## config.mk

```make
export PLATFORM = sky130hd
export DESIGN_NAME = decoded_instr_queue
export DESIGN_NICKNAME = d
export VERILOG_FILES = /design/src/rtl/decoded_instr_queue_pkg.sv /design/src/rtl/decoded_instr_queue.sv
export SDC_FILE = /design/constraint.sdc
export NUM_CORES = 1
export LEC_CHECK = 0
export ABC_CLOCK_PERIOD_IN_PS = 4000
export BUFFER_PORTS_ARGS = -buffer_cell sky130_fd_sc_hd__clkbuf_2
export CORE_ASPECT_RATIO = 1.4
export CORE_MARGIN = 3
export CORE_UTILIZATION = 57
export DETAILED_ROUTE_END_ITERATION = 7
export PLACE_DENSITY_LB_ADDON = 0.25
export SLEW_MARGIN = 10
export SYNTH_ARGS = -nofsm -noshare
export SYNTH_HDL_FRONTEND = slang
export SYNTH_SLANG_ARGS = --single-unit
```

## constraint.sdc

```tcl
create_clock -name clk_i -period 4 [get_ports clk_i]
set_input_delay 0.2 -clock clk_i [delete_from_list [all_inputs] [get_ports clk_i]]
set_output_delay 0.2 -clock clk_i [all_outputs]
set_load 0.01 [all_outputs]
```

## src/rtl/decoded_instr_queue_pkg.sv

```systemverilog
// Types shared by the decoded-instruction queue and its neighbours.
// Latency: n/a (types only).
// Backpressure: n/a (types only).
package decoded_instr_queue_pkg;

    // Decoded instruction as handed from decode to issue.
    typedef struct packed {
        logic [31:0] pc;
        logic [7:0]  op;
        logic [4:0]  rd;
        logic [4:0]  rs1;
        logic [4:0]  rs2;
        logic [31:0] imm;
    } scoreboard_entry_t;

    // One queue slot: the instruction plus its control-flow marker.
    typedef struct packed {
        scoreboard_entry_t sbe;
        logic              is_ctrl_flow;
    } dq_entry_t;

    // Branch-shadow state: RUN issues freely, WAIT_BRANCH holds the head.
    typedef enum logic {
        DQ_RUN,
        DQ_WAIT_BRANCH
    } dq_state_e;

    // True for powers of two that are at least 2.
    function automatic logic is_pow2(input int unsigned n);
        return (n >= 2) && ((n & (n - 1)) == 0);
    endfunction

endpackage

```

## src/rtl/decoded_instr_queue.sv

```systemverilog
// Decoded-instruction queue between decode and issue, with single-branch speculation.
// Latency: 1 cycle decode->issue minimum (no bypass); head stable until popped.
// Backpressure: ack drops when full (from registered count only); head withheld while a branch is outstanding.
module decoded_instr_queue
    import decoded_instr_queue_pkg::*;
#(
    parameter int unsigned DEPTH = 4
) (
    input  logic                       clk_i,
    input  logic                       rst_ni,
    input  logic                       flush_i,
    input  scoreboard_entry_t          decoded_instr_i,
    input  logic                       decoded_instr_valid_i,
    input  logic                       is_ctrl_flow_i,
    output logic                       decoded_instr_ack_o,
    output scoreboard_entry_t          decoded_instr_o,
    output logic                       decoded_instr_valid_o,
    output logic                       is_ctrl_flow_o,
    input  logic                       issue_ack_i,
    input  logic                       resolve_branch_i,
    output logic [$clog2(DEPTH):0]     usage_o
);

    localparam int unsigned PTR_W = $clog2(DEPTH);
    localparam int unsigned CNT_W = PTR_W + 1;

    if (!is_pow2(DEPTH)) begin : g_bad_depth
        $error("decoded_instr_queue: DEPTH must be a power of two and >= 2");
    end

    dq_entry_t           mem [DEPTH];
    logic [PTR_W-1:0]    wr_ptr_q;
    logic [PTR_W-1:0]    rd_ptr_q;
    logic [CNT_W-1:0]    count_q;
    logic [CNT_W-1:0]    count_d;
    dq_state_e           state_q;
    dq_state_e           state_d;
    dq_entry_t           head;
    logic                push;
    logic                pop;
    logic                full;
    logic                empty;

    assign full  = (count_q == CNT_W'(DEPTH));
    assign empty = (count_q == '0);
    assign head  = mem[rd_ptr_q];

    // Ack is a function of registered occupancy only, so a pop in a full
    // cycle frees the slot for the next cycle rather than this one.
    assign decoded_instr_ack_o   = ~full & ~flush_i;
    assign push                  = decoded_instr_ack_o & decoded_instr_valid_i;

    assign decoded_instr_valid_o = ~empty & (state_q == DQ_RUN) & ~flush_i;
    assign pop                   = decoded_instr_valid_o & issue_ack_i;

    assign decoded_instr_o       = head.sbe;
    assign is_ctrl_flow_o        = head.is_ctrl_flow;
    assign usage_o               = count_q;

    // Slot write on push; contents are deliberately not reset.
    always_ff @(posedge clk_i) begin
        if (push) begin
            mem[wr_ptr_q] <= '{sbe: decoded_instr_i, is_ctrl_flow: is_ctrl_flow_i};
        end
    end

    // Next occupancy: flush empties, push and pop together leave it unchanged.
    always_comb begin
        count_d = count_q;
        if (flush_i) begin
            count_d = '0;
        end else begin
            case ({push, pop})
                2'b10:   count_d = count_q + 1'b1;
                2'b01:   count_d = count_q - 1'b1;
                default: count_d = count_q;
            endcase
        end
    end

    // Branch shadow: popping a control-flow entry blocks issue until resolve.
    always_comb begin
        state_d = state_q;
        if (flush_i) begin
            state_d = DQ_RUN;
        end else begin
            case (state_q)
                DQ_RUN: begin
                    if (pop && head.is_ctrl_flow && !resolve_branch_i) begin
                        state_d = DQ_WAIT_BRANCH;
                    end
                end
                DQ_WAIT_BRANCH: begin
                    if (resolve_branch_i) begin
                        state_d = DQ_RUN;
                    end
                end
                default: state_d = DQ_RUN;
            endcase
        end
    end

    // Pointers, occupancy and branch-shadow state registers.
    always_ff @(posedge clk_i or negedge rst_ni) begin
        if (!rst_ni) begin
            wr_ptr_q <= '0;
            rd_ptr_q <= '0;
            count_q  <= '0;
            state_q  <= DQ_RUN;
        end else begin
            count_q <= count_d;
            state_q <= state_d;
            if (flush_i) begin
                wr_ptr_q <= '0;
                rd_ptr_q <= '0;
            end else begin
                if (push) wr_ptr_q <= wr_ptr_q + 1'b1;
                if (pop)  rd_ptr_q <= rd_ptr_q + 1'b1;
            end
        end
    end

    a_no_push_when_full: assert property (@(posedge clk_i) disable iff (!rst_ni)
        !(push && full));

    a_no_pop_when_empty: assert property (@(posedge clk_i) disable iff (!rst_ni)
        !(pop && empty));

endmodule
```

**After elaboration in Yosys (flattened, before gate mapping)**

Memories as Yosys holds them, arrays and structs flattened.
Cells that the tools add are included.

- Flip-flop bits (word level): 8
- Bits in writable memories: 352
- Input port bits: 94
- Output and inout port bits: 93
- Word-level logic and storage cells: 40
- Memories kept: 1

Memory list:

| name | depth | bits a word | read ports | clocked after memory_dff | write ports | line | text |
|---|---|---|---|---|---|---|---|
| mem | 4 | 88 | 1 | 0 | 1 | decoded_instr_queue.sv:31 | `dq_entry_t mem [DEPTH];` |

- $add $sub $neg: 4
- Eq/ne operators: 3
- Muxes and demuxes: 12
- Bitwise logic cells: 9
- Reduce and logical (&&, ||, !) cells: 7

Operator list:

| kind | count |
|---|---|
| 2-bit 2-to-1 mux | 4 |
| 3-bit one-hot mux with 2 select lines | 1 |
| 1-bit bitwise AND | 5 |
| 1-bit 2-to-1 mux | 5 |
| 2-bit by 1-bit adder with 2-bit output, second input constant | 2 |
| 1-bit inverter | 4 |
| 2-bit nonzero test | 2 |
| 3-bit by 1-bit adder with 3-bit output, second input constant | 1 |
| 3-bit equality test, second input constant | 1 |
| 3-bit logical NOT | 1 |
| 3-bit 2-to-1 mux | 1 |
| 3-bit nonzero test | 1 |
| 3-bit by 1-bit subtractor with 3-bit output, second input constant | 1 |
| 2-bit by 1-bit equality test with 1-bit output, second input constant | 1 |
| 2-bit equality test, second input constant | 1 |
| 1-bit logical AND | 2 |
| 1-bit one-hot mux with 2 select lines | 1 |
| 1-bit logical NOT | 1 |

**Depth between registers and ports, before layout**

Gate-level depths: netlist of the first run.

- Word-level depth: 10
- Mapped depth: 9
- Mapped depth without buffers: 8

**Worst setup path after synthesis of the first run**

OpenSTA, ideal clock, no wires.

- Path kind: flip-flop to flip-flop
- From: reg count_q[1], in the netlist usage_o[1]
- To: mem mem[0][0] (netlist name) (enable)
- Setup time: 0.456 ns
- Arrival time: 2.976 ns
- Data required time: 3.544 ns
- Path slack: 0.567 ns
- Stages on the path, launching flop included: 4
- Buffers on the path: 0
- Clock period less this slack: 3.433 ns
- Path through: dfrtp_1 nor2_1 a21oi_2 and2_1

- Word-level cells in the longest chain between the ends: 6

Ends and longest elaborated chain:

| element | line | text |
|---|---|---|
| start, declared | decoded_instr_queue.sv:34 | `logic [CNT_W-1:0] count_q;` |
| start signal, assigned | decoded_instr_queue.sv:111 | `count_q <= count_d;` |
| 3-bit equality test | decoded_instr_queue.sv:44 | `assign full = (count_q == CNT_W'(DEPTH));` |
| 1-bit inverter | decoded_instr_queue.sv:50 | `assign decoded_instr_ack_o = ~full & ~flush_i;` |
| 1-bit bitwise AND | decoded_instr_queue.sv:50 |  |
| 1-bit bitwise AND | decoded_instr_queue.sv:51 | `assign push = decoded_instr_ack_o & decoded_instr_valid_i;` |
| 1-bit 2-to-1 mux | decoded_instr_queue.sv:62 | `if (push) begin` |
| 1-bit 2-to-1 mux (not written as such) | decoded_instr_queue.sv:63 | `mem[wr_ptr_q] <= '{sbe: decoded_instr_i, is_ctrl_flow: is_ctrl_flow_i};` |
| end, declared | decoded_instr_queue.sv:31 |  |

Every way passes these cells.

==> qor.yml, run 1 <==
drc_errors: 0
nets: 922
timing_worst_slew_pin_value_ps: 1180
cp_slowest_cell: "dfrtp_4"
p_clk_frac: 0.330
via_count: 6375
seqPwrFrac: 0.517
grt_use_total: 0.207
drv_cap: 0
crit_arrival_ps: 2640
synth_area_um2: 13300
fmax_mhz: 353
ys_async_sr_fraction: 0.0222
yosysUniqueCellTypes: 37
cp.required_ps: 3800
ios: 187
ant_nets: 0
hpwl_um: 15700
cp.buffers_inverters: 2
period_needed_ps: 2840
finalCritPeriodShare: 0.709
clock_skew_ps: 12.3
r2r_slack_ps: 1360
critPathTopFamily: "flip-flops"
worst-r2r-cell-count: 4
grt_pass1_vias: 6963
fillCellCount: 1318
cts_resized: 0
switching_power_mw: 2.01
dieArea_um2: 25200
place_congestion: 0.784
power.leakage_nw: 5.61
die_h_um: 186
die_x_um: 135
area_growth_pct: 24.2
numCtsBuffers: 31
io_buffer_count: 186
yosys_register_bits: 360
worstPathMaxFanout: 38
crit_chain: "buf_4 -> mux4_2 -> clkbuf_2"
grt_first_pass_wirelength_um: 39800
initial_core_util: 0.584
core-area_um2: 22700
rsz0062_at_grt: "no"
clock-sinks: 360
totalPowerFinal_mw: 8.64
fin_setup_tns_ps: 0
synth-seq-area-share: 0.812
synth_mux_area_frac: 0.151
via_per_inst: 5.55
hold_viol: 0
ys.flop_type: "edfxtp_1"
cts_root_buf: "clkbuf_16"
yosys.area_share.adder: 0.00529
hold_class: "in2async"
synth_compound_area_frac: 0.00604
yosysWarnings: 0
grt-ovfl-total: 0
clock_latency_ps: 550
slew_headroom: 0.213
path_class: "reg2out"
yosys.area.top_type_share: 0.797
cp-start-kind: "flip-flop"
ir_worst_vdd_mv: 0.447
synth-edff-count: 352
cp-startpoint: "rd_ptr_q[0]"
p_per_area_nw_per_um2: 525
first_iter_violations: 425
grt_max_degree: 79
rows: 65
synth.avg_cell_area_um2: 25.5
syn_nets: 619
fin_util: 0.726
firstDrtPassIters: 4
comb_power_share: 0.153
ys_top_cells_by_area: "edfxtp_1, mux4_2, dfrtp_1, buf_4, ha_1"
r2r-start: "rd_ptr_q[1]"
outcome: "finished clean"
wl_um: 25400
layout-drive-gt1-share: 0.405
synth_top_family_by_area: "multiplexers"
slew_viol_final: 0
yosys.area_share.simple: 0.0118
cts_tree: "done"
clk_pin_slew_ps: 60
syn_inst: 520
critical_path_depth: 3
end_kind: "primary output"
layout_commonest_cell: "edfxtp_1"
netlist.top_cell.by_area: "edfxtp_1"
yosys.area_share.xor_xnor: 0.00330
antenna_found_initial: 2
sw_frac_of_total: 0.233
setup_violations: 0
p_int_mw: 6.63
cts_max_path_buffers: 3
r2r-end: "state_q"
endpoint: "decoded_instr_o[67]"
final_cells: 1149
layout_common_cells: "edfxtp_1, clkbuf_2, dlygate4sd3_1"
post_drt_wl_per_cell_um: 22.1
htree_levels: 1
critical_path.max_stage_delay_ps: 930
dp.cells: 998
[power groups by stage]
stage	combinational, mW	clock (mW)	sequential [mW]
floorplan	0.872	0	4.46
global placement	1.25	0	4.54
detailed placement	1.27	0	4.55
CTS	1.35	2.91	4.47
global route	1.42	3.05	4.49
finish	1.32	2.85	4.47
[layer usage]
metal  routed length [um]  global-route usage  part of all wire
met1                 9080               0.262              0.36
met2                14100               0.369              0.55
met3                 1650              0.0359             0.065
met4                  586              0.0596             0.023
met5                    0                   0                 0
[registers in the layout (all words and copies together) (netlist names)]
name	flops
mem	352
rd_ptr_q	2
state_q	1
usage_o	3
wr_ptr_q	2
[synth_stat cells, drive strengths merged (2+ instances only)]
library cell	count
a21oi	6
and2	5
buf	15
clkbuf	7
dfrtp	8
edfxtp	352
ha	4
inv	3
mux4	88
nand3	2
nor2	6
nor2b	2
nor3	2
xnor2	4
[cells by family after synthesis]
| kind of cell | Yosys count |
|---|---|
| mux | 89 |
| simple gates | 24 |
| fa+ha+maj | 5 |
| compound gates | 12 |
| xor+xnor | 5 |
| flops | 360 |
| buf+inv | 25 |
[area by class of cell]
| class | count | area (um2) | area share |
|---|---|---|---|
| sequential | 360 | 10800 | 0.654 |
| inverter | 3 | 11.3 | 0.000684 |
| timing repair buffer | 292 | 1970 | 0.120 |
| tap | 301 | 377 | 0.0229 |
| clock inverter | 17 | 165 | 0.0100 |
| antenna | 2 | 5.00 | 0.000304 |
| multi-input combinational | 135 | 2360 | 0.143 |
| clock buffer | 39 | 806 | 0.0489 |
[timing repair]
action,CTS,global route
hold buffers,93,0
hold endpoints to repair,366,0
buffers inserted,0,0
[how the worst min path moves through the flow]
stage                      start          end  slack [ps]
after floorplan           rst_ni  rd_ptr_q[0]        -100
after detailed placement  rst_ni  rd_ptr_q[1]          70
final                     rst_ni      state_q          40
after CTS                 rst_ni  rd_ptr_q[1]          30
after global placement    rst_ni  rd_ptr_q[1]          60
after global routing      rst_ni      state_q          40
[through the flow]
stage	setup slack [ps]	hold WS [ps]	cell area, um2
after global routing	985	35.6	16500
after floorplan	567	-95.6	13300
after detailed placement	1490	68.6	14600
after CTS	1090	30.1	16500
after global placement	1620	57.6	14600
final	1160	44.4	16500
Power figures use the tool's default switching activity.
==> inputs of run 2 (changes only) <==
ABC_AREA = 1   (was default)
ABC_CLOCK_PERIOD_IN_PS = 2700   (was 4000)
clock period = 2.7 ns   (was 4 ns; I/O delays follow)
==> qor.yml, run 2 <==
synth.avg_cell_area_um2: 14.7  # was 25.5 um2
largest_register: "mem"  # unchanged
path_class: "reg2out"  # unchanged
ant_nets: 0  # unchanged
yosysMostFrequentCell: "edfxtp_1"  # unchanged
ios: 187  # unchanged
crit_chain: "inv_6 -> buf_4 -> o21ai_0 -> o22ai_1 -> clkbuf_2"  # was buf_4 -> mux4_2 -> clkbuf_2
place_congestion: 0.816  # was 0.784
setup_violations: 0  # unchanged
cts_max_path_buffers: 3  # unchanged
critical_path_depth: 5  # was 3
post_drt_wl_per_cell_um: 18.6  # was 22.1 um
p_clk_frac: 0.310  # was 0.330
yosys.area.top_type_share: 0.782  # was 0.797
cp_slowest_cell: "dfrtp_4"  # unchanged
synth-edff-count: 352  # unchanged
grt-ovfl-total: 0  # unchanged
grt_use_met1: 0.279  # was 0.262
cp-start-kind: "flip-flop"  # unchanged
sw_frac_of_total: 0.268  # was 0.233
layout_commonest_cell: "edfxtp_1"  # unchanged
worst-r2r-cell-count: 12  # was 4
fillCellCount: 1511  # was 1,318
critical_path.max_stage_delay_ps: 520  # was 930 ps
totalPowerFinal_mw: 13.1  # was 8.64 mW
ir_worst_vdd_mv: 0.607  # was 0.447 mV
ys_async_sr_fraction: 0.0222  # unchanged
cts_root_buf: "clkbuf_16"  # unchanged
grt_pass1_vias: 8723  # was 6,963
ys.flop_type: "edfxtp_1"  # unchanged
via_count: 8542  # was 6,375
initial_core_util: 0.581  # was 0.584
worstPathMaxFanout: 45  # was 38
synthTopCellsByCount: "edfxtp_1, nor2_1, o21ai_0"  # was edfxtp_1, mux4_2, buf_4, dfrtp_1
drv_cap: 0  # unchanged
area_growth_pct: 23.7  # was 24.2%
grt-busiest-layer: "met2"  # unchanged
critPathTopFamily: "buffers and inverters"  # was flip-flops
largest_reg_flops: 352  # unchanged
clock_latency_ps: 560  # was 550 ps
p_int_mw: 9.60  # was 6.63 mW
hold_viol: 0  # unchanged
dieArea_um2: 25600  # was 25,200 um2
cp.required_ps: 2570  # was 3800 ps
nets: 1298  # was 922
io_buffer_count: 186  # unchanged
grt_first_pass_wirelength_um: 44600  # was 39,800 um
die_x_um: 136  # was 135 um
clock_skew_ps: 20.5  # was 12.3 ps
via_per_inst: 5.59  # was 5.55
cts_tree: "done"  # unchanged
synth-seq-area-share: 0.796  # was 0.812
holdPathStages: 2
p_per_area_nw_per_um2: 784  # was 525 nW/um2
netlist.top_cell.by_area: "edfxtp_1"  # unchanged
met2_usage: 0.386  # was 0.369
power.leakage_nw: 5.98  # was 5.61 nW
die_h_um: 188  # was 186 um
multiInputGateArea_um2: 2390  # was 2360 um2
numCtsBuffers: 31  # unchanged
first_iter_violations: 627  # was 425
wl_um: 28400  # was 25,400 um
syn_inst: 919  # was 520
core-area_um2: 23300  # was 22,700 um2
crit_arrival_ps: 2370  # was 2640 ps
finalCritPeriodShare: 0.926
comb_power_share: 0.186  # was 0.153
synth_area_um2: 13500  # was 13,300 um2
layout-drive-gt1-share: 0.216  # was 0.405
hold_class: "in2reg"  # was in2async
yosys_register_bits: 360  # unchanged
drc_errors: 0  # unchanged
fmax_mhz: 400
htree_levels: 1  # unchanged
seq_area_um2: 10800  # about the same
post-place-ws_ps: 476  # was 1490 ps
cp.buffers_inverters: 3  # was 2
end_kind: "primary output"  # unchanged
slew_viol_final: 0  # unchanged
ys_top_cells_by_area: "edfxtp_1, nor2_1, o21ai_0, o22ai_1, o21ai_1"  # was edfxtp_1, mux4_2, dfrtp_1, buf_4, ha_1
syn_nets: 1018  # was 619
seqPwrFrac: 0.504  # was 0.517
rows: 66  # was 65
layout_common_cells: "edfxtp_1, clkbuf_2, nor2_1"  # was edfxtp_1, clkbuf_2, dlygate4sd3_1
setup_ws_ps: 199  # was 1160 ps
period_needed_ps: 2500
grt_use_total: 0.221  # was 0.207
timing_worst_slew_pin_value_ps: 640  # was 1180 ps
rsz0062_at_grt: "no"  # unchanged
yosysUniqueCellTypes: 23  # was 37
hpwl_um: 15900  # was 15,700 um
clock-sinks: 360  # unchanged
grt_max_degree: 92  # was 79
clk_pin_slew_ps: 60  # about the same
outcome: "finished clean"  # unchanged
yosysWarnings: 0  # unchanged
slew_headroom: 0.573  # was 0.213
switching_power_mw: 3.52  # was 2.01 mW
antenna_found_initial: 1  # was 2
firstDrtPassIters: 4  # unchanged
met3_usage: 0.0321  # was 0.0359
==> run 2: cell types whose count changed after synthesis, sizes merged, moves of 3 or more <==
cell    previous run  this run
inv                3        14
mux4              88         0
a21oi              6         3
nor2               6       185
o22ai              0        88
nand3              2        10
and2               5         0
xnor2              4         1
o21ai              1       179
nand2              1        16
buf               15        31
clkbuf             7        26
==> run 2: final timing paths <==
check                                          end           startpoint  slack (ps)
worst max-delay path            decoded_instr_o[0]          rd_ptr_q[0]         200
worst max register to register          usage_o[2]           usage_o[0]         450
max in group asynchronous              rd_ptr_q[0]               rst_ni        1770
worst min register to register         wr_ptr_q[0]          wr_ptr_q[0]         570
worst min-delay path                    mem[3][51]  decoded_instr_i[50]         340
min in group asynchronous               usage_o[1]               rst_ni         630
==> run 2: timing repair <==
action / 4_1_cts / 5_1_grt
setup endpoints to repair: 0 / 7
setup buffers: 0 / 0
hold endpoints to repair: 364 / 0
hold buffers: 95 / 0
gates resized for setup: 0 / 1
==> run 2: area by class of cell <==
type,instances,area share
clock inverter,16,0.00688
tap,306,0.0229
timing repair buffer,304,0.131
inverter,14,0.00344
antenna,1,0.000150
clock buffer,40,0.0490
sequential,360,0.644
multi-input combinational,488,0.143
==> run 2: stage by stage <==
| stage | cell area (um2) | std cells | TNS (ps) | hold slack, ps | util |
|---|---|---|---|---|---|
| finish | 16700 | 1529 | 0 | 342 | 0.718 |
| global route | 16700 | 1529 | 0 | 328 | 0.718 |
| CTS | 16700 | 1528 | 0 | 310 | 0.718 |
| detailed placement | 14800 | 1377 | 0 | -5.95 | 0.637 |
| global placement | 14800 | 1377 | 0 | -2.89 | 0.637 |
| floorplan | 13500 | 919 | -293100 | -161 | - |
==> run 2: power groups by stage <==
stage               logic (mW)  clock network (mW)  registers (mW)
finish                    2.44                4.07            6.61
global route              2.68                4.36            6.63
CTS                       2.45                4.14            6.61
detailed placement        2.33                   0            6.72
global placement          2.30                   0            6.71
floorplan                 1.40                   0            6.73
==> run 2: kinds of logic (layout without fill, tap and decap cells) <==
family,count (synthesis),after routing,synth area share
other,0,1,0
AO/OA/AOI/OAI,270,270,0.108
AND/OR/NAND/NOR,212,212,0.0605
adder cells (fa/ha/maj),5,5,0.00518
buffers and inverters,71,374,0.0292
flip-flops,360,360,0.796
XOR/XNOR,1,1,0.000648
==> run 2: routing by layer <==
layer  up-vias  wire length (um)
li1       4016                 -
met1      4188             11100
met2       280             14800
met3        58              1540
met4         0               903
met5         -                 0
